<file path="src/rtl/pll_lock_supervisor.sv">
// pll_lock_supervisor
// Power-up and recovery sequencer for the rPLL feeding the video pixel clocks.
// Pulses the PLL reset, waits for lock with a timeout and bounded retries,
// qualifies lock over a stable window, then releases the downstream
// active-low reset. Loss of lock in RUN tears the pipeline down and restarts.
module pll_lock_supervisor #(
    parameter int RST_PULSE_CYC    = 16,
    parameter int LOCK_TIMEOUT_CYC = 100000,
    parameter int LOCK_STABLE_CYC  = 1024,
    parameter int MAX_RETRY        = 7
) (
    input  logic       clk,
    input  logic       rst_n,
    input  logic       pll_lock,
    output logic       pll_reset,
    output logic       sys_rst_n,
    output logic       locked,
    output logic       fail,
    output logic       lock_lost,
    output logic [3:0] retry_cnt
);

    // One counter serves every timed state, so it is sized for the longest window.
    localparam int CNT_MAX_A = (RST_PULSE_CYC > LOCK_TIMEOUT_CYC) ? RST_PULSE_CYC : LOCK_TIMEOUT_CYC;
    localparam int CNT_MAX   = (CNT_MAX_A > LOCK_STABLE_CYC) ? CNT_MAX_A : LOCK_STABLE_CYC;
    localparam int CNT_W     = $clog2(CNT_MAX);

    localparam logic [CNT_W-1:0] RST_LAST     = CNT_W'(RST_PULSE_CYC - 1);
    localparam logic [CNT_W-1:0] TIMEOUT_LAST = CNT_W'(LOCK_TIMEOUT_CYC - 1);
    localparam logic [CNT_W-1:0] STABLE_LAST  = CNT_W'(LOCK_STABLE_CYC - 1);
    localparam logic [3:0]       RETRY_LIMIT  = 4'(MAX_RETRY);

    typedef enum logic [2:0] {
        RESET_PLL = 3'd0,
        WAIT_LOCK = 3'd1,
        STABLE    = 3'd2,
        RUN       = 3'd3,
        FAIL      = 3'd4
    } state_t;

    state_t           state_reg, state_next;
    logic [CNT_W-1:0] cnt_reg;
    logic             sync1_reg;
    logic             lock_s;
    logic [3:0]       retry_next;
    logic             lost_next;
    logic             attempt_fail;

    // Two-flop synchronizer for the asynchronous PLL lock indication.
    always_ff @(posedge clk or negedge rst_n) begin
        if (!rst_n) begin
            sync1_reg <= 1'b0;
            lock_s    <= 1'b0;
        end else begin
            sync1_reg <= pll_lock;
            lock_s    <= sync1_reg;
        end
    end

    // Next-state, retry bookkeeping and loss-of-lock detection.
    always_comb begin
        state_next   = state_reg;
        retry_next   = retry_cnt;
        lost_next    = 1'b0;
        attempt_fail = 1'b0;
        case (state_reg)
            RESET_PLL: if (cnt_reg == RST_LAST) state_next = WAIT_LOCK;
            WAIT_LOCK: begin
                if (lock_s)                         state_next   = STABLE;
                else if (cnt_reg == TIMEOUT_LAST)   attempt_fail = 1'b1;
            end
            // A drop on the final counting cycle still counts as a failure.
            STABLE: begin
                if (!lock_s)                        attempt_fail = 1'b1;
                else if (cnt_reg == STABLE_LAST)    state_next   = RUN;
            end
            RUN: begin
                if (!lock_s) begin
                    state_next = RESET_PLL;
                    lost_next  = 1'b1;
                    retry_next = 4'd0;
                end
            end
            FAIL:    state_next = FAIL;
            default: state_next = RESET_PLL;
        endcase
        if (attempt_fail) begin
            if (retry_cnt >= RETRY_LIMIT) begin
                state_next = FAIL;
            end else begin
                state_next = RESET_PLL;
                retry_next = retry_cnt + 4'd1;
            end
        end
    end

    // State, shared counter and registered outputs decoded from the next state.
    always_ff @(posedge clk or negedge rst_n) begin
        if (!rst_n) begin
            state_reg <= RESET_PLL;
            cnt_reg   <= '0;
            retry_cnt <= 4'd0;
            pll_reset <= 1'b1;
            sys_rst_n <= 1'b0;
            locked    <= 1'b0;
            fail      <= 1'b0;
            lock_lost <= 1'b0;
        end else begin
            state_reg <= state_next;
            if (state_next != state_reg)
                cnt_reg <= '0;
            else if (state_reg != RUN && state_reg != FAIL)
                cnt_reg <= cnt_reg + CNT_W'(1);
            retry_cnt <= retry_next;
            pll_reset <= (state_next == RESET_PLL) || (state_next == FAIL);
            sys_rst_n <= (state_next == RUN);
            locked    <= (state_next == RUN);
            fail      <= (state_next == FAIL);
            lock_lost <= lost_next;
        end
    end

endmodule

</file>
<file path="config.mk">
export PLATFORM = sky130hd
export DESIGN_NAME = pll_lock_supervisor
export DESIGN_NICKNAME = d
export VERILOG_FILES = /design/src/rtl/pll_lock_supervisor.sv
export SDC_FILE = /design/constraint.sdc
export NUM_CORES = 1
export LEC_CHECK = 0
export CORE_MARGIN = 2
export CORE_UTILIZATION = 61
export CTS_CLUSTER_DIAMETER = 100
export DETAILED_ROUTE_END_ITERATION = 8
export PLACE_DENSITY = 0.9
export SYNTH_ARGS = -nofsm -noshare
export SYNTH_HDL_FRONTEND = slang
export SYNTH_SLANG_ARGS = --single-unit
export TNS_END_PERCENT = 30
</file>
<file path="constraint.sdc">
create_clock -name clk -period 3.42 [get_ports clk]
set_input_delay 0.684 -clock clk [delete_from_list [all_inputs] [get_ports clk]]
set_output_delay 0.684 -clock clk [all_outputs]
set_load 0.02 [all_outputs]
</file>
==> results.yml, run 1 <==
place:
  io_buffers: 11
  dp_hpwl_mm: 2.19
  gp_congestion: 0.842
die:
  dieHeight_um: 54.5
  core_area_um2: 2450
  die_area_um2: 2960
  die_x_um: 54.5
  row_count: 18
  ios: 12
  start_util: 0.633
global_route:
  grt_pass1_wl_mm: 5.03
  globalRouteOverflowTotal: 0
  grt_pass1_vias: 1121
  grt_max_degree: 31
  gr-usage-all-layers: 0.246
  antenna_found_initial: 0
synth:
  synth-edff-count: 0
  ys_seq_elements: 30
  ys_seq_area_frac: 0.484
  yosysMostFrequentCell: "dfrtp_1"
  synth_flop_cell: "dfrtp_1"
  syn-mean-instance-area_um2: 9.83
  synth_cells: 158
  synth.area.top_cells: "dfrtp_1 47%, nor2_1 6.0%, xor2_1 5.6%, xnor2_1 3.9%, nand3_1 3.5%"
  syn_area_um2: 1550
  yosysTopAreaCellShare: 0.467
  async_flop_share: 1.00
  netlist_top_cells_count: "29 x dfrtp_1, 25 x nor2_1, 13 x nand2_1"
  yosysWarnings: 0
  yosysTopAreaCell: "dfrtp_1"
  syn_nets: 163
  synth_cell_types: 38
routing:
  ant_nets: 0
  drtPass1Iterations: 4
  wl_per_cell_um: 15.7
  vias_per_cell: 5.98
  drt_iter0_drc: 57
  drcViolationCount: 0
  vias: 1196
  postRouteWirelength_mm: 3.14
timing:
  relSlewSlack: 0.552
  rsz0062_at_grt: "no"
  finalSetupViolCount: 0
  fmax_mhz: 445
  holdWs_ps: 358
  tns_ps: 0
  final_hold_viol_count: 0
  tightest_slew_ps: 672
  finClkSkew_ps: 13.3
  finalCritPeriodShare: 0.656
  slew_violations: 0
  period_minus_slack_ps: 2240
worst_setup_path:
  cp_max_fo: 17
  cp-end-kind: "flip-flop"
  rr_endpoint: "cnt_reg[11]$_DFFE_PN0P_"
  crit_type: "reg2reg"
  r2r_start: "cnt_reg[11]$_DFFE_PN0P_"
  ff2ff_path_depth: 5
  cp.arrival_ps: 2440
  r2r_slack_ps: 1180
  start_kind: "flip-flop"
  cp_data_required_time_ps: 3620
clock_network:
  clk_path_buf_depth: 2
  cts_resized: 0
  cts_htree_levels: 2
  clkLatencyLatePin_ps: 340
  hold_buffers: 0
  root_buffer: "clkbuf_4"
  cts_tree: "built"
  postCtsSetupBuffers: 0
  numCtsBuffers: 5
  clk_pin_slew_ps: 90
  clock-sinks: 30
layout:
  multi_input_area_um2: 744
  area_growth_syn_to_layout_pct: 12.4
  nFillCells: 172
  nNetsFinal: 174
  diodes: 0
  largest_register_ffs: 17
  drive_gt1_frac: 0.0941
  seqCellArea_um2: 752
power:
  power.density_nw_per_um2: 653
  leakage_nw: 0.788
  ir_worst_vdd_uv: 522
flow_run:
  cap_viol_max_count: 0
min_path:
  min_path_cells: 0
  hold_start: "sync1_reg$_DFF_PN0_"
  hp-class: "reg2reg"
  hold_end: "lock_s$_DFF_PN0_"
run_status:
  status: "finished, final reports clean"
area by class of cell:
class / instances / share of cell area
repair buffers: 12 / 0.0674
well taps: 30 / 0.0215
inverters: 4 / 0.00860
multi-input cells: 116 / 0.427
clock buffers: 8 / 0.0452
flip-flops and latches: 30 / 0.431
worst max-delay path, cell delays in order (launching register included):
cell and delay (ps):
dfrtp_1 440, or4_4 580, or3_4 420, and2_4 160, o32ai_4 370, nor2_1 130
cell usage in the layout, fill, tap and decap left out, drive strengths merged, types with 3 or more instances in the layout:
cell type	count
nor3	5
nand2	13
dfrtp	29
clkdlybuf4s50	11
clkbuf	8
nor4	3
xor2	10
or4	3
nand3b	3
nor2	25
and3	4
nand4	7
inv	4
nand3	11
xnor2	7
report_power, final:
part	switching [mW]	internal, mW
registers	0.0874	0.425
clock network	0.126	0.140
logic	0.196	0.164
stage by stage:
| stage | power [mW] | utilization | setup slack (ps) | cells | area, um2 |
|---|---|---|---|---|---|
| after global placement | 0.853 | 0.679 | 1260 | 192 | 1670 |
| after floorplan | 0.770 | - | 1370 | 158 | 1550 |
| after detailed placement | 0.875 | 0.679 | 1190 | 192 | 1670 |
| after global routing | 1.20 | 0.711 | 1070 | 200 | 1750 |
| final | 1.14 | 0.711 | 1180 | 200 | 1750 |
| after CTS | 1.14 | 0.711 | 1180 | 200 | 1750 |
how the worst max path moves through the flow:
| stage | slack (ps) | start | end |
|---|---|---|---|
| after floorplan | 1370 | cnt_reg[11]$_DFFE_PN0P_ | cnt_reg[14]$_DFFE_PN0P_ |
| after global placement | 1260 | cnt_reg[11]$_DFFE_PN0P_ | cnt_reg[0]$_DFFE_PN0P_ |
| after detailed placement | 1190 | cnt_reg[11]$_DFFE_PN0P_ | cnt_reg[6]$_DFFE_PN0P_ |
| after CTS | 1180 | cnt_reg[11]$_DFFE_PN0P_ | cnt_reg[11]$_DFFE_PN0P_ |
| after global routing | 1070 | cnt_reg[0]$_DFFE_PN0P_ | cnt_reg[4]$_DFFE_PN0P_ |
| final | 1180 | cnt_reg[11]$_DFFE_PN0P_ | cnt_reg[11]$_DFFE_PN0P_ |
cells by family after synthesis:
logic type                 count (synthesis)  synth area share
buffers and inverters                     12            0.0363
xor gates and xnor gates                  17            0.0959
adders and majority gates                  2            0.0161
AOI/OAI and AO/OA                         13            0.0790
DFF                                       30             0.484
and+or+nand+nor                           83             0.282
muxes                                      1           0.00645
metal layers:
metal	vias to the layer above	global-route usage	part of all wire
li1	572	-	-
met2	28	0.414	0.50
met3	6	0.0874	0.043
met5	-	0	0
met1	590	0.292	0.44
met4	0	0.0792	0.013
Note: power is estimated with default switching activity, not from simulation.
==> run 2: changes to the inputs <==
CORE_UTILIZATION = 51   (was 61)
PLACE_DENSITY = 0.81   (was 0.9)
clock period = 1.93 ns   (was 3.42 ns; I/O delays follow)
==> results.yml, run 2 (synthesized netlist as in run 1, its figures left out) <==
clock_network:
  clock-sinks: 30
  clk_path_buf_depth: 2
  clkLatencyLatePin_ps: 330
  cts_htree_levels: 2
  cts_tree: "built"
  numCtsBuffers: 5
  clk_pin_slew_ps: 100
  postCtsSetupBuffers: 0
  root_buffer: "clkbuf_4"
place:
  dp_hpwl_mm: 2.36
  gp_congestion: 0.877
  postPlaceCellArea_um2: 1820
  io_buffers: 11
timing:
  tns_ps: 0
  finalSetupViolCount: 0
  rsz0062_at_grt: "yes"
  final_hold_viol_count: 0
  relSlewSlack: 0.717
  tightest_slew_ps: 421
  finalCritPeriodShare: 0.986
  holdWs_ps: 354
  finClkSkew_ps: 5.36
  slew_violations: 0
  period_minus_slack_ps: 1900
  fmax_mhz: 526
layout:
  drive_gt1_frac: 0.197
  mostFrequentLayoutCell: "dfrtp_1"
  seqCellArea_um2: 752
  mostFrequentLayoutCells: "29 x dfrtp_1, 25 x nor2_1, 18 x buf_4"
  multi_input_area_um2: 769
  diodes: 0
  post-route-util: 0.640
  nFillCells: 247
  area_growth_syn_to_layout_pct: 22.8
  nNetsFinal: 192
  finalInstanceArea_um2: 1910
  largest_register_ffs: 17
min_path:
  min_path_cells: 0
  hold_end: "lock_s$_DFF_PN0_"
  hold_start: "sync1_reg$_DFF_PN0_"
  hp-class: "reg2reg"
global_route:
  grt_max_degree: 31
  antenna_found_initial: 0
  grt_pass1_wl_mm: 5.64
  globalRouteOverflowTotal: 0
  gr-usage-all-layers: 0.220
  grt_pass1_vias: 1262
worst_setup_path:
  start_kind: "flip-flop"
  cp_data_required_time_ps: 2150
  cp.arrival_ps: 2130
  r2r_start: "cnt_reg[14]$_DFFE_PN0P_"
  ff2ff_path_depth: 6
  cp-end-kind: "flip-flop"
  r2r_slack_ps: 30
  cp_max_fo: 17
  rr_endpoint: "cnt_reg[2]$_DFFE_PN0P_"
  crit_type: "reg2reg"
power:
  leakage_nw: 0.867
  ir_worst_vdd_uv: 816
  power_mw: 2.07
  power.density_nw_per_um2: 1090
routing:
  drt_iter0_drc: 41
  drcViolationCount: 0
  vias_per_cell: 5.72
  ant_nets: 0
  postRouteWirelength_mm: 3.24
  wl_per_cell_um: 14.7
  drtPass1Iterations: 4
  vias: 1265
die:
  die_area_um2: 3500
  ios: 12
  start_util: 0.521
  core_area_um2: 2980
  die_x_um: 59.2
  dieHeight_um: 59.2
  row_count: 20
flow_run:
  cap_viol_max_count: 0
run_status:
  status: "finished, final reports clean"
[run 2: stage by stage]
stage          instances  worst slack (ps)
2_1_floorplan        158             -10.2
3_3_place_gp         213              84.5
3_5_place_dp         213              45.5
4_1_cts              221              22.9
5_1_grt              221             -34.6
6_report             221              27.6
[run 2: what timing repair did]
item / 4_1_cts / 5_1_grt
endpoints found under the setup margin: 0 / 21
gates resized for setup: 0 / 5
hold endpoints to repair: 0 / 0
hold buffers: 0 / 0
[run 2: power breakdown]
group | switching [mW] | internal, mW
combinational | 0.401 | 0.385
clock | 0.224 | 0.175
sequential | 0.133 | 0.754
[run 2: layer usage]
layer,global-route usage,wire (um),vias up
li1,-,-,615
met1,0.269,1480,621
met2,0.354,1610,22
met3,0.0764,99,7
met4,0.0909,61,0
met5,0,0,-
[run 2: worst max-delay path by stage]
stage | from | end | slack [ps]
finish | cnt_reg[14]$_DFFE_PN0P_ | cnt_reg[2]$_DFFE_PN0P_ | 30
detailed placement | cnt_reg[14]$_DFFE_PN0P_ | cnt_reg[5]$_DFFE_PN0P_ | 50
global placement | cnt_reg[14]$_DFFE_PN0P_ | cnt_reg[1]$_DFFE_PN0P_ | 80
global route | cnt_reg[14]$_DFFE_PN0P_ | cnt_reg[5]$_DFFE_PN0P_ | -30
floorplan | cnt_reg[14]$_DFFE_PN0P_ | cnt_reg[14]$_DFFE_PN0P_ | -10
CTS | cnt_reg[14]$_DFFE_PN0P_ | cnt_reg[7]$_DFFE_PN0P_ | 20
[run 2: cell type report]
type,instances,share of cell area
repair buffers,30,0.139
clock inverters,2,0.00656
inverters,4,0.00787
well taps,33,0.0217
flip-flops and latches,30,0.394
clock buffers,6,0.0269
multi-input cells,116,0.404
[run 2: critical path: stages, from the launching register on]
cell and delay (ps):
dfrtp_1 390, or4_4 540, or3_4 360, and2_4 150, o32ai_4 110, buf_12 180, nor2_1 50
==> run 3: changes to the inputs <==
GPL_TIMING_DRIVEN = 1   (was not set)
REMOVE_ABC_BUFFERS = 1   (was not set)
==> results.yml, run 3 (synthesized netlist as in run 1, its figures left out) <==
die:
  ios: 12
  die_area_um2: 3500
  start_util: 0.521
  core_area_um2: 2980
  row_count: 20
  dieHeight_um: 59.2
  die_x_um: 59.2
routing:
  drcViolationCount: 0
  wl_per_cell_um: 16.3
  postRouteWirelength_mm: 3.79
  drtPass1Iterations: 5
  vias: 1343
  drt_iter0_drc: 51
  vias_per_cell: 5.79
  ant_nets: 0
worst_setup_path:
  cp.buffers_inverters: 2
  cp_max_fo: 8
  crit_type: "reg2reg"
  cp_data_required_time_ps: 2160
  crit_chain: "or4_4, or3_4, and2_4, o32ai_4, buf_6, buf_16, nor2_1"
  cp-end-kind: "flip-flop"
  worst-path-stages: 7
  cp_top_family: "simple AND/OR/NAND/NOR gates"
  ff2ff_path_depth: 7
  cp.arrival_ps: 2210
  start_kind: "flip-flop"
  crit_path_max_incr_delay_ps: 520
  critPathSlowestCell: "or4_4"
clock_network:
  root_buffer: "clkbuf_4"
  numCtsBuffers: 5
  hold_buffers: 0
  clk_path_buf_depth: 2
  cts_htree_levels: 2
  cts_tree: "built"
  clock-sinks: 30
  clkLatencyLatePin_ps: 350
  clk_pin_slew_ps: 100
global_route:
  antenna_found_initial: 0
  gr-usage-all-layers: 0.256
  grt_pass1_wl_mm: 6.39
  grt_pass1_vias: 1389
  globalRouteOverflowTotal: 0
  grt_max_degree: 17
place:
  gp_congestion: 0.855
  io_buffers: 11
  placedCellCount: 215
  dp_hpwl_mm: 2.59
min_path:
  hp-class: "reg2reg"
  min_path_cells: 0
layout:
  area_growth_syn_to_layout_pct: 34.1
  final_cells: 232
  multi_input_area_um2: 813
  seqCellArea_um2: 752
  largest_register_ffs: 17
  nNetsFinal: 203
  nFillCells: 190
  diodes: 0
  drive_gt1_frac: 0.291
  mostFrequentLayoutCell: "dfrtp_1"
  mostFrequentLayoutCells: "29 x dfrtp_1, 26 x buf_4, 17 x nor2_1"
  post-route-util: 0.699
run_status:
  violations: "negative setup slack"
  status: "finished, violations left"
power:
  power.density_nw_per_um2: 1150
  leakage_nw: 0.942
  ir_worst_vdd_uv: 815
timing:
  tightest_slew_ps: 480
  fmax_mhz: 505
  period_minus_slack_ps: 1980
  slew_violations: 0
  final_hold_viol_count: 0
  relSlewSlack: 0.677
  finalSetupViolCount: 17
  finClkSkew_ps: 15.5
  setup_slack_ps: -49.9
  rsz0062_at_grt: "yes"
  finalCritPeriodShare: 1.03
flow_run:
  cap_viol_max_count: 0
==> run 3: worst paths after layout <==
| path | from | endpoint | slack [ps] |
|---|---|---|---|
| max in group asynchronous | rst_n | pll_reset$_DFF_PN1_ | 1300 |
| min in group asynchronous | rst_n | cnt_reg[2]$_DFFE_PN0P_ | 370 |
| hold reg to reg | sync1_reg$_DFF_PN0_ | lock_s$_DFF_PN0_ | 360 |
| setup reg to reg | cnt_reg[12]$_DFFE_PN0P_ | cnt_reg[14]$_DFFE_PN0P_ | -50 |
| hold / removal | sync1_reg$_DFF_PN0_ | lock_s$_DFF_PN0_ | 360 |
| setup / recovery | cnt_reg[12]$_DFFE_PN0P_ | cnt_reg[14]$_DFFE_PN0P_ | -50 |
==> run 3: final cells by class <==
cell class,count,area share
well taps,33,0.0198
inverters,4,0.00721
flip-flops and latches,30,0.361
multi-input cells,116,0.391
clock buffers,7,0.0264
clock inverters,1,0.0144
repair buffers,41,0.180
==> run 3: what timing repair did <==
item                                    4_1_cts  5_1_grt
buffers inserted                              5        3
resized for setup                            10       10
gates cloned                                  2        0
endpoints found under the setup margin       20       22
pin swaps                                     6        4
==> run 3: worst reg2reg max path, stage by stage (launching register included) <==
cell and delay (ps):
dfrtp_1 400, or4_4 520, or3_4 360, and2_4 150, o32ai_4 110, buf_6 170
buf_16 120, nor2_1 40
==> run 3: stage by stage <==
step           power (mW)  hold slack (ps)  setup slack [ps]  instance area (um2)  setup TNS [ps]
2_1_floorplan        1.33             90.4              -103                 1510           -1810
3_3_place_gp         1.61              334             -2.00                 1830           -2.52
3_5_place_dp         1.66              336             -58.4                 1830            -952
4_1_cts              2.36              360             -45.9                 2050            -670
5_1_grt              2.51              371              -139                 2080           -2250
6_report             2.39              358             -49.9                 2080            -679
==> run 3: power by group <==
group	switching (mW)	internal (mW)
Sequential	0.136	0.754
Combinational	0.474	0.490
Clock	0.224	0.309
==> run 3: metal layers <==
layer	GRT usage	share of wire
met1	0.293	0.41
met2	0.435	0.53
met3	0.0873	0.034
met4	0.110	0.027
met5	0	0
